--- src/rtl/trivium_pkg.sv ---
// Shared constants for the Trivium keystream generator: register geometry, tap
// positions, default warm-up length and the controller state encoding.
package trivium_pkg;

  localparam int unsigned ALen = 93;
  localparam int unsigned BLen = 84;
  localparam int unsigned CLen = 111;
  localparam int unsigned KeyLen = 80;
  localparam int unsigned DefaultWarmupBits = 1152;

  // Linear output taps; the last cell of each register is the other output term.
  localparam int unsigned AOutTap = 65;
  localparam int unsigned BOutTap = 68;
  localparam int unsigned COutTap = 65;

  // AND-pair taps, read from the register feeding the next one in the ring.
  localparam int unsigned AAndTap0 = 90;
  localparam int unsigned AAndTap1 = 91;
  localparam int unsigned BAndTap0 = 81;
  localparam int unsigned BAndTap1 = 82;
  localparam int unsigned CAndTap0 = 108;
  localparam int unsigned CAndTap1 = 109;

  // Feedback taps, read from the register receiving the new bit.
  localparam int unsigned AFbTap = 68;
  localparam int unsigned BFbTap = 77;
  localparam int unsigned CFbTap = 86;

  typedef enum logic [1:0] {
    StIdle,
    StWarmup,
    StRun
  } state_e;

endpackage

--- src/rtl/trivium_step.sv ---
// One combinational Trivium bit-step: produces z from the current state and the
// state shifted by one position (bit 0 is the shift-in end).
module trivium_step
  import trivium_pkg::*;
(
  input  logic [ALen-1:0] a_i,
  input  logic [BLen-1:0] b_i,
  input  logic [CLen-1:0] c_i,
  output logic [ALen-1:0] a_o,
  output logic [BLen-1:0] b_o,
  output logic [CLen-1:0] c_o,
  output logic            z_o
);

  logic t1, t2, t3;

  assign t1  = a_i[AOutTap] ^ a_i[ALen-1];
  assign t2  = b_i[BOutTap] ^ b_i[BLen-1];
  assign t3  = c_i[COutTap] ^ c_i[CLen-1];
  assign z_o = t1 ^ t2 ^ t3;

  assign a_o = {a_i[ALen-2:0], t3 ^ (c_i[CAndTap0] & c_i[CAndTap1]) ^ a_i[AFbTap]};
  assign b_o = {b_i[BLen-2:0], t1 ^ (a_i[AAndTap0] & a_i[AAndTap1]) ^ b_i[BFbTap]};
  assign c_o = {c_i[CLen-2:0], t2 ^ (b_i[BAndTap0] & b_i[BAndTap1]) ^ c_i[CFbTap]};

endmodule

--- src/rtl/trivium_keystream_gen.sv ---
// Trivium keystream generator producing W bits per advancing cycle, with a
// load/warm-up/run controller and a valid/ready output register.
module trivium_keystream_gen
  import trivium_pkg::*;
#(
  parameter int unsigned W           = 8,
  parameter int unsigned WARMUP_BITS = DefaultWarmupBits
) (
  input  logic              clk,
  input  logic              reset_n,
  input  logic              load,
  input  logic [KeyLen-1:0] key,
  input  logic [KeyLen-1:0] iv,
  output logic              busy,
  output logic              ks_valid,
  input  logic              ks_ready,
  output logic [W-1:0]      ks_data
);

  localparam int unsigned WarmupCycles = WARMUP_BITS / W;
  localparam int unsigned CntW = $clog2(WarmupCycles + 1);
  localparam logic [CntW-1:0] CntLast = CntW'(WarmupCycles - 1);
  localparam logic [CntW-1:0] CntOne = CntW'(1);

  state_e            state_q, state_d;
  logic [ALen-1:0]   a_q, a_d, a_adv;
  logic [BLen-1:0]   b_q, b_d, b_adv;
  logic [CLen-1:0]   c_q, c_d, c_adv;
  logic [CntW-1:0]   cnt_q, cnt_d;
  logic              ks_valid_q, ks_valid_d;
  logic [W-1:0]      ks_data_q, ks_data_d;
  logic [W-1:0]      z_word;

  // Step j consumes step j-1's state, so z of step j is the j-th oldest bit.
  for (genvar j = 0; j < W; j++) begin : g_step
    logic [ALen-1:0] a_in, a_out;
    logic [BLen-1:0] b_in, b_out;
    logic [CLen-1:0] c_in, c_out;
    if (j == 0) begin : g_first
      assign a_in = a_q;
      assign b_in = b_q;
      assign c_in = c_q;
    end else begin : g_chain
      assign a_in = g_step[j-1].a_out;
      assign b_in = g_step[j-1].b_out;
      assign c_in = g_step[j-1].c_out;
    end
    trivium_step u_step (
      .a_i (a_in),
      .b_i (b_in),
      .c_i (c_in),
      .a_o (a_out),
      .b_o (b_out),
      .c_o (c_out),
      .z_o (z_word[j])
    );
  end

  assign a_adv = g_step[W-1].a_out;
  assign b_adv = g_step[W-1].b_out;
  assign c_adv = g_step[W-1].c_out;

  always_comb begin
    state_d    = state_q;
    a_d        = a_q;
    b_d        = b_q;
    c_d        = c_q;
    cnt_d      = cnt_q;
    ks_valid_d = ks_valid_q;
    ks_data_d  = ks_data_q;
    // A load restarts from any state and drops any pending word, even one being accepted.
    if (load) begin
      state_d    = StWarmup;
      a_d        = {{(ALen - KeyLen){1'b0}}, key};
      b_d        = {{(BLen - KeyLen){1'b0}}, iv};
      c_d        = {3'b111, {(CLen - 3){1'b0}}};
      cnt_d      = '0;
      ks_valid_d = 1'b0;
    end else begin
      unique case (state_q)
        StIdle: ;
        StWarmup: begin
          a_d   = a_adv;
          b_d   = b_adv;
          c_d   = c_adv;
          cnt_d = cnt_q + CntOne;
          if (cnt_q == CntLast) begin
            state_d = StRun;
          end
        end
        StRun: begin
          if (!ks_valid_q || ks_ready) begin
            a_d        = a_adv;
            b_d        = b_adv;
            c_d        = c_adv;
            ks_valid_d = 1'b1;
            ks_data_d  = z_word;
          end
        end
        default: state_d = StIdle;
      endcase
    end
  end

  always_ff @(posedge clk) begin
    if (!reset_n) begin
      state_q    <= StIdle;
      a_q        <= '0;
      b_q        <= '0;
      c_q        <= '0;
      cnt_q      <= '0;
      ks_valid_q <= 1'b0;
      ks_data_q  <= '0;
    end else begin
      state_q    <= state_d;
      a_q        <= a_d;
      b_q        <= b_d;
      c_q        <= c_d;
      cnt_q      <= cnt_d;
      ks_valid_q <= ks_valid_d;
      ks_data_q  <= ks_data_d;
    end
  end

  assign busy     = (state_q == StWarmup);
  assign ks_valid = ks_valid_q;
  assign ks_data  = ks_data_q;

endmodule

--- config.mk ---
export PLATFORM = sky130hd
export DESIGN_NAME = trivium_keystream_gen
export DESIGN_NICKNAME = d
export VERILOG_FILES = /design/src/rtl/trivium_pkg.sv /design/src/rtl/trivium_step.sv /design/src/rtl/trivium_keystream_gen.sv
export SDC_FILE = /design/constraint.sdc
export NUM_CORES = 1
export LEC_CHECK = 0
export CELL_PAD_IN_SITES_DETAIL_PLACEMENT = 0
export CELL_PAD_IN_SITES_GLOBAL_PLACEMENT = 1
export CORE_UTILIZATION = 45
export CTS_BUF_LIST = sky130_fd_sc_hd__clkbuf_4 sky130_fd_sc_hd__clkbuf_8
export DETAILED_ROUTE_END_ITERATION = 8
export GPL_ROUTABILITY_DRIVEN = 0
export PLACE_DENSITY_LB_ADDON = 0.1
export SLEW_MARGIN = 15
export SYNTH_ARGS = -nofsm -noshare
export SYNTH_HDL_FRONTEND = slang
export SYNTH_SLANG_ARGS = --single-unit
--- constraint.sdc ---
create_clock -name clk -period 2.85 [get_ports clk]
set_input_delay 0.57 -clock clk [delete_from_list [all_inputs] [get_ports clk]]
set_output_delay 0.57 -clock clk [all_outputs]
set_load 0.05 [all_outputs]
# Yosys cells after proc, flatten, opt, wreduce, memory -nomap -nowiden
# Cells that the tools add are included.
# classes
n_reduce_logical	13
n_eq_ne	8
n_addsub	1
bitwise_logic	115
n_mux	12
# op_table
op	count
$mux 111	2
$pmux 111 s2	1
$pmux 93 s2	1
$pmux 84 s2	1
$mux 80	2
$mux 93	1
$xor 1x1->1	88
$mux 84	1
$and 1x1->1	24
$reduce_and 2->1	5
$add 8x1->8 const B	1
$eq 8x8->1 const B	1
$ne 2x1->1 const B	2
$pmux 2 s2	1
$reduce_or 2->1	2
$ne 3x2->1 const B	1
$ne 3x3->1 const B	1
$not 1->1	3
$reduce_and 3->1	1
$reduce_bool 3->1	1
$eq 2x1->1 const B	1
$eq 2x2->1 const B	1
$logic_not 2->1	1
$mux 2	1
5 further kinds	5
# totals
word_cells	160
regBits	307
input_bits	164

# Logic depth before layout (Yosys ltp)
# Gate-level depths: netlist of the first run.
# depth
ltp_word	6
mapped_depth	8

# By module
# From an unflattened synthesis of the first run, not the netlist that was laid out.
# hier_totals
cells_unflattened	3882
hier_area_um2	30963.4
# modules_own_cells
module	n_inst	cells_each	area_per_inst_um2
trivium_step	8	295	2285.9
trivium_keystream_gen	1	1522	12675.9

# Worst setup path after synthesis of the first run
# OpenSTA, ideal clock, no wires.
# synth_path
path_type	input -> register
startpoint	input load
endpoint	register a_q[85]
slack_ps	1178
cell_stages	7
n_path_buf	4
arrival_time_ps	1539
path_cell_list	buf_2 > inv_2 > buf_2 > nand2_2 > buf_4 > clkbuf_1 > a21oi_1
# synth_via
elab_chain_len	1
# synth_rtl
item	line_no	text
from (decl)	trivium_keystream_gen.sv:11	input logic load,
$reduce_or 2->1 (no source line)	-	
to (signal assigned)	trivium_keystream_gen.sv:108	a_q <= '0;
to (signal assigned)	trivium_keystream_gen.sv:116	a_q <= a_d;
to (decl)	trivium_keystream_gen.sv:26	logic [ALen-1:0] a_q, a_d, a_adv;
# Every way passes these cells.
# A chain may end at the register's enable or synchronous reset.

# Worst setup path in the final report of the first run
# layout_path
startpoint	register ks_data_q[6], in the netlist ks_data[6]
endpoint	output ks_data[6]
# layout_lines
item	line_no	text
from (decl)	trivium_keystream_gen.sv:31	logic [W-1:0] ks_data_q, ks_data_d;
from (signal assigned)	trivium_keystream_gen.sv:121	ks_data_q <= ks_data_d;
to (decl)	trivium_keystream_gen.sv:17	output logic [W-1:0] ks_data
# No word-level cell between the ends.

==> results.yml, run 1 <==
logic_synthesis:
  synth_area_sq_um: 12600
  synthCells: 1617
  synth_area_leader_cell: "dfxtp_1"
  synth.area.top_cells: "dfxtp_1 (49%), nand2_1 (16%), a31oi_1 (7.3%)"
  yosysSeqAreaShare_pct: 48.7
  ys_ff_latch: 307
  syn_nets: 1782
  ys_types: 28
  yosys_warnings: 0
  netlist.area_leader.share_pct: 48.7
  syn_area_per_cell_sq_um: 7.81
sta:
  finalClockSkew_ns: 0.0233
  relSlewSlack_pct: 59.8
  hold_viol: 0
  drv_slew: 0
  worstMarginPinSlew_ns: 0.601
  fin_crit_ns: 2.36
  post-route-period-util_pct: 82.9
  rsz0062_at_grt: "no"
  max_freq_ghz: 0.423
  setup_viol_count_final: 0
  setup_ws_ns: 0.488
  whs_ns: 0.374
  tns_ns: 0
detailed_routing:
  vias: 11437
  drc: 0
  wl_per_cell_microns: 16.4
  first_iter_violations: 1072
  vias_per_cell: 5.30
  ant_nets: 0
  routed_wl_microns: 35300
  firstDrtPassIters: 5
global_routing:
  grt_pass1_wl_microns: 56300
  grt_pass1_vias: 10618
  antenna_found_initial: 0
  gr-total-overflow: 0
  grt_usage_pct: 24.5
  grt_max_degree: 114
setup_path:
  r2r_start: "state_q[0]"
  cp_num_buf_inv: 1
  critical_path_arrival_ns: 1.79
  r2r-end: "b_q[65]"
  critPathSlowestCell: "clkdlybuf4s50_1"
  cp-end-kind: "output pin"
  worstPathMaxFanout: 2
  critPathRequiredTime_ns: 2.28
  cp-start-kind: "flip-flop"
  path_cells: "clkdlybuf4s50_1"
  worstSetupPathType: "flip-flop to output pin"
  rr_worst_depth: 6
  r2r_slack_ns: 1.13
  slowest_delay_ns: 0.83
  critPathTopFamily: "buffers and inverters"
worst_hold_path:
  hold_depth: 3
  min_path_type: "input port to flip-flop"
  min_to: "b_q[22]"
  hold_start: "reset_n"
floorplanning:
  dieArea_sq_um: 28700
  ios: 174
  die_x_microns: 170
  fp.dieH_microns: 170
  rows: 60
  start_util_pct: 46.4
  core_area_sq_um: 27300
placed_design:
  hpwl_microns: 23500
  port_buffers: 173
  dp_worst_setup_slack_ns: 0.466
  dpl_cell_area_sq_um: 14700
power_and_ir_drop:
  leakage_nw: 5.38
  ir_worst_vdd_mv: 0.332
  cellPowerDensity_nw_per_um2: 618
  p_total_mw: 9.76
clock_tree:
  clock-sinks: 307
  ctsResizeCount: 0
  cts_made_buffers: 52
  ctsHoldBuffers: 0
  cts_tree: "done"
  cts_root_buf: "clkbuf_8"
  htreeDepth: 2
  clk_pin_slew_ns: 0.06
  clock_path_buffers: 3
  clk_latency_ns: 0.58
  postCtsSetupBuffers: 0
cells_and_area:
  final_common_cell: "nand2_1"
  final_cell_mix: "nand2_1 (555), dfxtp_1 (307), clkdlybuf4s50_1 (171)"
  drive_gt1_share_pct: 7.78
  fill_cells: 2550
  n_antenna_cell: 0
  design_area_sq_um: 15800
  area_growth_pct: 25.0
  fin_nets: 1917
run:
  maxCapViolations: 0
outcome:
  run_status: "finished, final reports clean"
sequential cells by signal, indices dropped and copies added, names as in the netlist:
| name | flops |
|---|---|
| c_q | 111 |
| a_q | 93 |
| b_q | 84 |
| cnt_q | 8 |
| ks_data | 8 |
| state_q | 2 |
| ks_valid | 1 |
final cells by class:
class | instances | area (sq um) | share of cell area [%]
inverter | 2 | 15.0 | 0.0951
multi-input combinational | 1172 | 5820 | 36.9
clock buffer | 85 | 1040 | 6.61
timing repair buffer | 217 | 2280 | 14.4
tap | 372 | 465 | 2.95
sequential | 307 | 6150 | 38.9
clock inverter | 3 | 20.0 | 0.127
per-layer routing:
metal	GRT usage (%)	up-vias	share of wire, %
li1	-	5734	-
met1	35.7	5317	48
met2	37.2	323	44
met3	3.59	63	5.9
met4	7.29	0	2.2
met5	0	-	0
kinds of logic (layout without fill, tap and decap cells):
family	count (synthesis)	after routing	synth area share, %
simple gates	615	615	19.1
buf+inv	138	307	5.46
fa+ha+maj	1	1	0.0990
xor+xnor	95	95	6.59
flops	307	307	48.7
mux	1	1	0.0792
compound gates	460	460	20.0
power by group:
group | leakage, nW | internal, mW | switching (mW)
sequential | 2.52 | 4.48 | 0.138
combinational | 2.30 | 0.506 | 0.611
clock | 0.564 | 2.29 | 1.74
through the flow:
step,instances,utilization [%]
2_1_floorplan,1617,-
3_3_place_gp,2070,54.0
3_5_place_dp,2070,54.0
4_1_cts,2158,58.0
5_1_grt,2158,58.0
6_report,2158,58.0
worst max-delay path by stage:
stage,end,depth (start not counted),slack [ns],from
after floorplan,a_q[85],7,1.18,load
after global placement,a_q[53],5,0.48,load
after detailed placement,a_q[53],5,0.47,load
after CTS,ks_data[6],1,0.49,ks_data[6]
after global routing,ks_data[6],1,0.45,ks_data[6]
final,ks_data[6],1,0.49,ks_data[6]
worst min-delay path, stage by stage:
cell     delay, ns
buf_4         0.19
o21ai_0       0.09
a31oi_1       0.04
Yosys cell counts:
cell,number
nor2b_1,2
mux2i_1,1
nand4_1,20
and3_1,3
nand2b_1,3
nor4_1,1
dfxtp_1,307
nor2_1,11
a21oi_1,135
nand3_1,17
xnor2_1,65
o211ai_1,16
buf_1,1
nand2_1,555
o21ai_0,160
inv_1,1
nand2_2,2
a21o_1,1
buf_2,59
inv_2,1
o21a_1,1
buf_6,1
clkbuf_1,51
xor2_1,30
a31oi_1,147
and2b_1,1
ha_1,1
buf_4,24
No activity file was read; power rests on OpenSTA's default activity.
==> run 2, diff against run 1 <==
--- a/config.mk
+++ b/config.mk
@@ -7,7 +7,7 @@
 export LEC_CHECK = 0
 export CELL_PAD_IN_SITES_DETAIL_PLACEMENT = 0
 export CELL_PAD_IN_SITES_GLOBAL_PLACEMENT = 1
-export CORE_UTILIZATION = 45
+export CORE_UTILIZATION = 38
 export CTS_BUF_LIST = sky130_fd_sc_hd__clkbuf_4 sky130_fd_sc_hd__clkbuf_8
 export DETAILED_ROUTE_END_ITERATION = 8
 export GPL_ROUTABILITY_DRIVEN = 0
==> constraint.sdc (replaced) <==
create_clock -name clk -period 2 [get_ports clk]
set_input_delay 0.4 -clock clk [delete_from_list [all_inputs] [get_ports clk]]
set_output_delay 0.4 -clock clk [all_outputs]
set_load 0.05 [all_outputs]
==> run 2 against run 1 <==
Net effect: global-route usage fell by 2.5 points; design area rose by 4.1%; critical path depth rose by 2; setup slack got worse by 0.37 ns; clock-buffer cell count rose by 2; non-clock buffer count rose by 34; flip-flop and latch count did not move; worst hold slack got worse by 0.19 ns; critical endpoint is now busy; sequential power rose by 42%; cell count rose by 5.2%; largest cell class unchanged.
==> results.yml, run 2 (synthesized netlist as in run 1, its figures left out) <==
floorplanning:
  ios: 174
  rows: 66
  start_util_pct: 38.7
  core_area_sq_um: 32600
  fp.dieH_microns: 184
  dieArea_sq_um: 34000
  die_x_microns: 184
global_routing:
  grt_usage_pct: 21.9
  grt_pass1_wl_microns: 58800
  grt_pass1_vias: 10867
  grt_max_degree: 68
  gr-total-overflow: 0
  antenna_found_initial: 0
setup_path:
  r2r-end: "a_q[8]"
  r2r_start: "state_q[0]"
  cp-start-kind: "flip-flop"
  worstSetupPathType: "flip-flop to output pin"
  cp-end-kind: "output pin"
  slowest_delay_ns: 0.34
  rr_worst_depth: 6
  critPathSlowestCell: "dfxtp_1"
  critPathRequiredTime_ns: 1.60
  critical_path_arrival_ns: 1.48
  path_cells: "nor2b_4, buf_4, buf_12"
  r2r_slack_ns: 0.46
  worstPathMaxFanout: 11
sta:
  whs_ns: 0.187
  hold_viol: 0
  max_freq_ghz: 0.531
  drv_slew: 0
  relSlewSlack_pct: 64.5
  finalClockSkew_ns: 0.0150
  setup_viol_count_final: 0
  fin_crit_ns: 1.88
  tns_ns: 0
  post-route-period-util_pct: 94.1
  worstMarginPinSlew_ns: 0.528
  rsz0062_at_grt: "no"
cells_and_area:
  fill_cells: 3204
  largest_reg_flops: 111
  n_antenna_cell: 0
  regMostFlops: "c_q"
  multiInputGateArea_sq_um: 5830
  final_common_cell: "nand2_1"
  drive_gt1_share_pct: 10.2
  fin_nets: 1952
  reg_top3: "c_q x111, a_q x93, b_q x84"
  regArea_sq_um: 6150
  final_cell_mix: "nand2_1 (555), dfxtp_1 (307), clkdlybuf4s50_1 (162)"
  design_area_sq_um: 16400
  area_growth_pct: 30.1
  fin_util_pct: 50.4
detailed_routing:
  first_iter_violations: 693
  drc: 0
  vias: 11430
  vias_per_cell: 5.04
  ant_nets: 0
  firstDrtPassIters: 5
  wl_per_cell_microns: 16.4
  routed_wl_microns: 37100
placed_design:
  dpl_cell_area_sq_um: 15200
  hpwl_microns: 25900
  port_buffers: 173
clock_tree:
  clk_latency_ns: 0.58
  cts_tree: "done"
  clock-sinks: 307
  htreeDepth: 2
  clock_path_buffers: 3
  cts_made_buffers: 53
  cts_root_buf: "clkbuf_8"
  clk_pin_slew_ns: 0.06
  postCtsSetupBuffers: 0
worst_hold_path:
  hold_depth: 3
  min_path_type: "input port to flip-flop"
  min_to: "b_q[63]"
  hold_start: "reset_n"
power_and_ir_drop:
  leakage_nw: 5.71
  ir_worst_vdd_mv: 0.597
  cellPowerDensity_nw_per_um2: 890
  p_total_mw: 14.6
outcome:
  run_status: "finished, final reports clean"
run:
  maxCapViolations: 0
run 2: power breakdown:
part	switching, mW	leakage, nW	internal (mW)
registers	0.194	2.52	6.38
logic	0.906	2.55	0.814
clock network	2.57	0.644	3.77
run 2: per-stage QoR:
stage	setup slack [ns]	cells
floorplan	0.330	1617
global placement	0.0146	2174
detailed placement	-0.0300	2174
CTS	0.0666	2270
global route	0.00990	2270
finish	0.118	2270
run 2: layer usage:
| layer | vias to the layer above | wire length, microns | GRT usage (%) |
|---|---|---|---|
| met2 | 250 | 16700 | 34.3 |
| met1 | 5309 | 17700 | 30.5 |
| li1 | 5811 | - | - |
| met3 | 60 | 1900 | 3.77 |
| met5 | - | 0 | 0 |
| met4 | 0 | 871 | 6.80 |
run 2: area by class of cell:
type / instances / share of cell area [%]
Timing Repair Buffer: 251 / 16.3
Clock buffer: 87 / 6.79
Sequential cell: 307 / 37.4
Tap cell: 442 / 3.36
Inverter: 2 / 0.0913
Clock inverter: 9 / 0.594
Multi-Input combinational cell: 1172 / 35.5
run 2: worst max-delay path, delay by kind of cell, from the launching register on:
family / cells / cell delay, ns
buf+inv: 2 / 0.36
flops: 1 / 0.34
simple gates: 1 / 0.20
run 2: worst max-delay path by stage:
stage / startpoint / slack, ns / endpoint
after floorplan: ks_valid / 0.33 / c_q[10]
after CTS: state_q[0] / 0.07 / busy
after global routing: state_q[0] / 0.01 / busy
final: state_q[0] / 0.12 / busy
after detailed placement: ks_ready / -0.03 / a_q[8]
after global placement: ks_ready / 0.01 / c_q[6]
run 2: what timing repair did:
item | 4_1_cts | 5_1_grt
gates resized for setup | 7 | 0
setup endpoints to repair | 6 | 0
hold buffers | 0 | 0
==> run 3, diff against run 2 <==
--- a/config.mk
+++ b/config.mk
@@ -11,7 +11,7 @@
 export CTS_BUF_LIST = sky130_fd_sc_hd__clkbuf_4 sky130_fd_sc_hd__clkbuf_8
 export DETAILED_ROUTE_END_ITERATION = 8
 export GPL_ROUTABILITY_DRIVEN = 0
-export PLACE_DENSITY_LB_ADDON = 0.1
+export PLACE_DENSITY_LB_ADDON = 0.15
 export SLEW_MARGIN = 15
 export SYNTH_ARGS = -nofsm -noshare
 export SYNTH_HDL_FRONTEND = slang
==> run 3 against run 2 <==
Net effect: worst hold slack better by 0.012 ns; register-to-register slack worse by 0.05 ns; design area decreased by 2.1%; combinational power down 3%; global-route usage shrank 0.39 points; power fell by 5.9%; die area did not move; non-clock buffer count shrank 10; wire length shrank 1.2%; first-iteration DRC count increased by 36%; maximum frequency shrank 1.2%; critical path type unchanged; critical endpoint unchanged; highest routed layer unchanged.
==> results.yml, run 3 (synthesized netlist as in run 1, its figures left out) <==
setup_path:
  critPathRequiredTime_ns: 1.60
  worstPathMaxFanout: 11
  slowest_delay_ns: 0.35
  critPathTopFamily: "buffers and inverters"
  cp-end-kind: "output pin"
  cp_num_buf_inv: 2
  critical_path_arrival_ns: 1.50
  cp-start-kind: "flip-flop"
  worstSetupPathType: "flip-flop to output pin"
  critPathSlowestCell: "dfxtp_1"
  path_cells: "nor2b_4, buf_4, buf_12"
clock_tree:
  cts_tree: "done"
  cts_made_buffers: 53
  clock-sinks: 307
  cts_root_buf: "clkbuf_8"
  clk_pin_slew_ns: 0.06
  htreeDepth: 2
  clk_latency_ns: 0.58
  clock_path_buffers: 3
sta:
  setup_viol_count_final: 0
  worstMarginPinSlew_ns: 0.537
  finalClockSkew_ns: 0.0235
  post-route-period-util_pct: 95.2
  fin_crit_ns: 1.90
  max_freq_ghz: 0.525
  relSlewSlack_pct: 63.9
  whs_ns: 0.199
  hold_viol: 0
  rsz0062_at_grt: "no"
  tns_ns: 0
  drv_slew: 0
  setup_ws_ns: 0.0950
worst_hold_path:
  min_path_type: "input port to flip-flop"
placed_design:
  dp_worst_setup_slack_ns: -0.00893
  hpwl_microns: 25200
  port_buffers: 173
  dpl_cell_area_sq_um: 15100
  dp.cells: 2164
cells_and_area:
  instances_no_fill: 2246
  fill_cells: 3258
  design_area_sq_um: 16100
  area_growth_pct: 27.4
  fin_nets: 1942
  regMostFlops: "c_q"
  reg_top3: "c_q x111, a_q x93, b_q x84"
  fin_util_pct: 49.3
  drive_gt1_share_pct: 9.04
  n_antenna_cell: 0
  final_common_cell: "nand2_1"
  final_cell_mix: "nand2_1 (555), dfxtp_1 (307), clkdlybuf4s50_1 (162)"
  largest_reg_flops: 111
detailed_routing:
  drc: 0
  wl_per_cell_microns: 16.3
  vias: 11309
  ant_nets: 0
  firstDrtPassIters: 7
  first_iter_violations: 940
  routed_wl_microns: 36700
  vias_per_cell: 5.04
global_routing:
  antenna_found_initial: 0
  grt_usage_pct: 21.5
  grt_pass1_wl_microns: 57800
  grt_max_degree: 66
  gr-total-overflow: 0
  grt_pass1_vias: 10698
power_and_ir_drop:
  ir_worst_vdd_mv: 0.509
  leakage_nw: 5.52
  cellPowerDensity_nw_per_um2: 856
  p_total_mw: 13.8
floorplanning:
  core_area_sq_um: 32600
  die_x_microns: 184
  ios: 174
  dieArea_sq_um: 34000
  fp.dieH_microns: 184
  start_util_pct: 38.7
  rows: 66
outcome:
  run_status: "finished, final reports clean"
run:
  maxCapViolations: 0
[run 3: power breakdown]
group,switching (mW),internal (mW)
logic,0.885,0.783
clock network,2.45,3.08
registers,0.191,6.38
total,3.53,10.2
[run 3: worst register-to-register path: stages (launching register included)]
cell     delay [ns]
dfxtp_1        0.39
and2b_1        0.26
a21o_4         0.18
buf_12         0.17
buf_12         0.22
nand2_1        0.11
a31oi_1        0.18
[run 3: metal layers]
metal / track usage, % / vias up / part of all wire (%)
met5: 0 / - / 0
met4: 6.63 / 0 / 2.2
met3: 3.14 / 59 / 5.3
met2: 34.1 / 291 / 45
met1: 30.1 / 5182 / 47
li1: - / 5777 / -
[run 3: path summary, 6_finish.rpt]
check / startpoint / to / slack [ns] / cells past startpoint
max: state_q[0] / busy / 0.1 / 3
min: reset_n / a_q[76] / 0.20 / 3
max reg2reg: state_q[1] / b_q[51] / 0.41 / 6
min reg2reg: a_q[79] / a_q[87] / 0.44 / 2
[run 3: timing repair]
action                     CTS  global route
hold buffers                 0             0
gates resized for setup      6             0
setup buffers                0             0
setup endpoints to repair    5             0
[run 3: final cells by class]
| class | instances | area [sq um] | share of cell area, % |
|---|---|---|---|
| Sequential cell | 307 | 6150 | 38.2 |
| Multi-Input combinational cell | 1172 | 5830 | 36.2 |
| Clock buffer | 78 | 980 | 6.09 |
| Inverter | 2 | 15.0 | 0.0933 |
| Timing Repair Buffer | 241 | 2540 | 15.8 |
| Clock inverter | 4 | 25.0 | 0.156 |
| Tap cell | 442 | 553 | 3.44 |
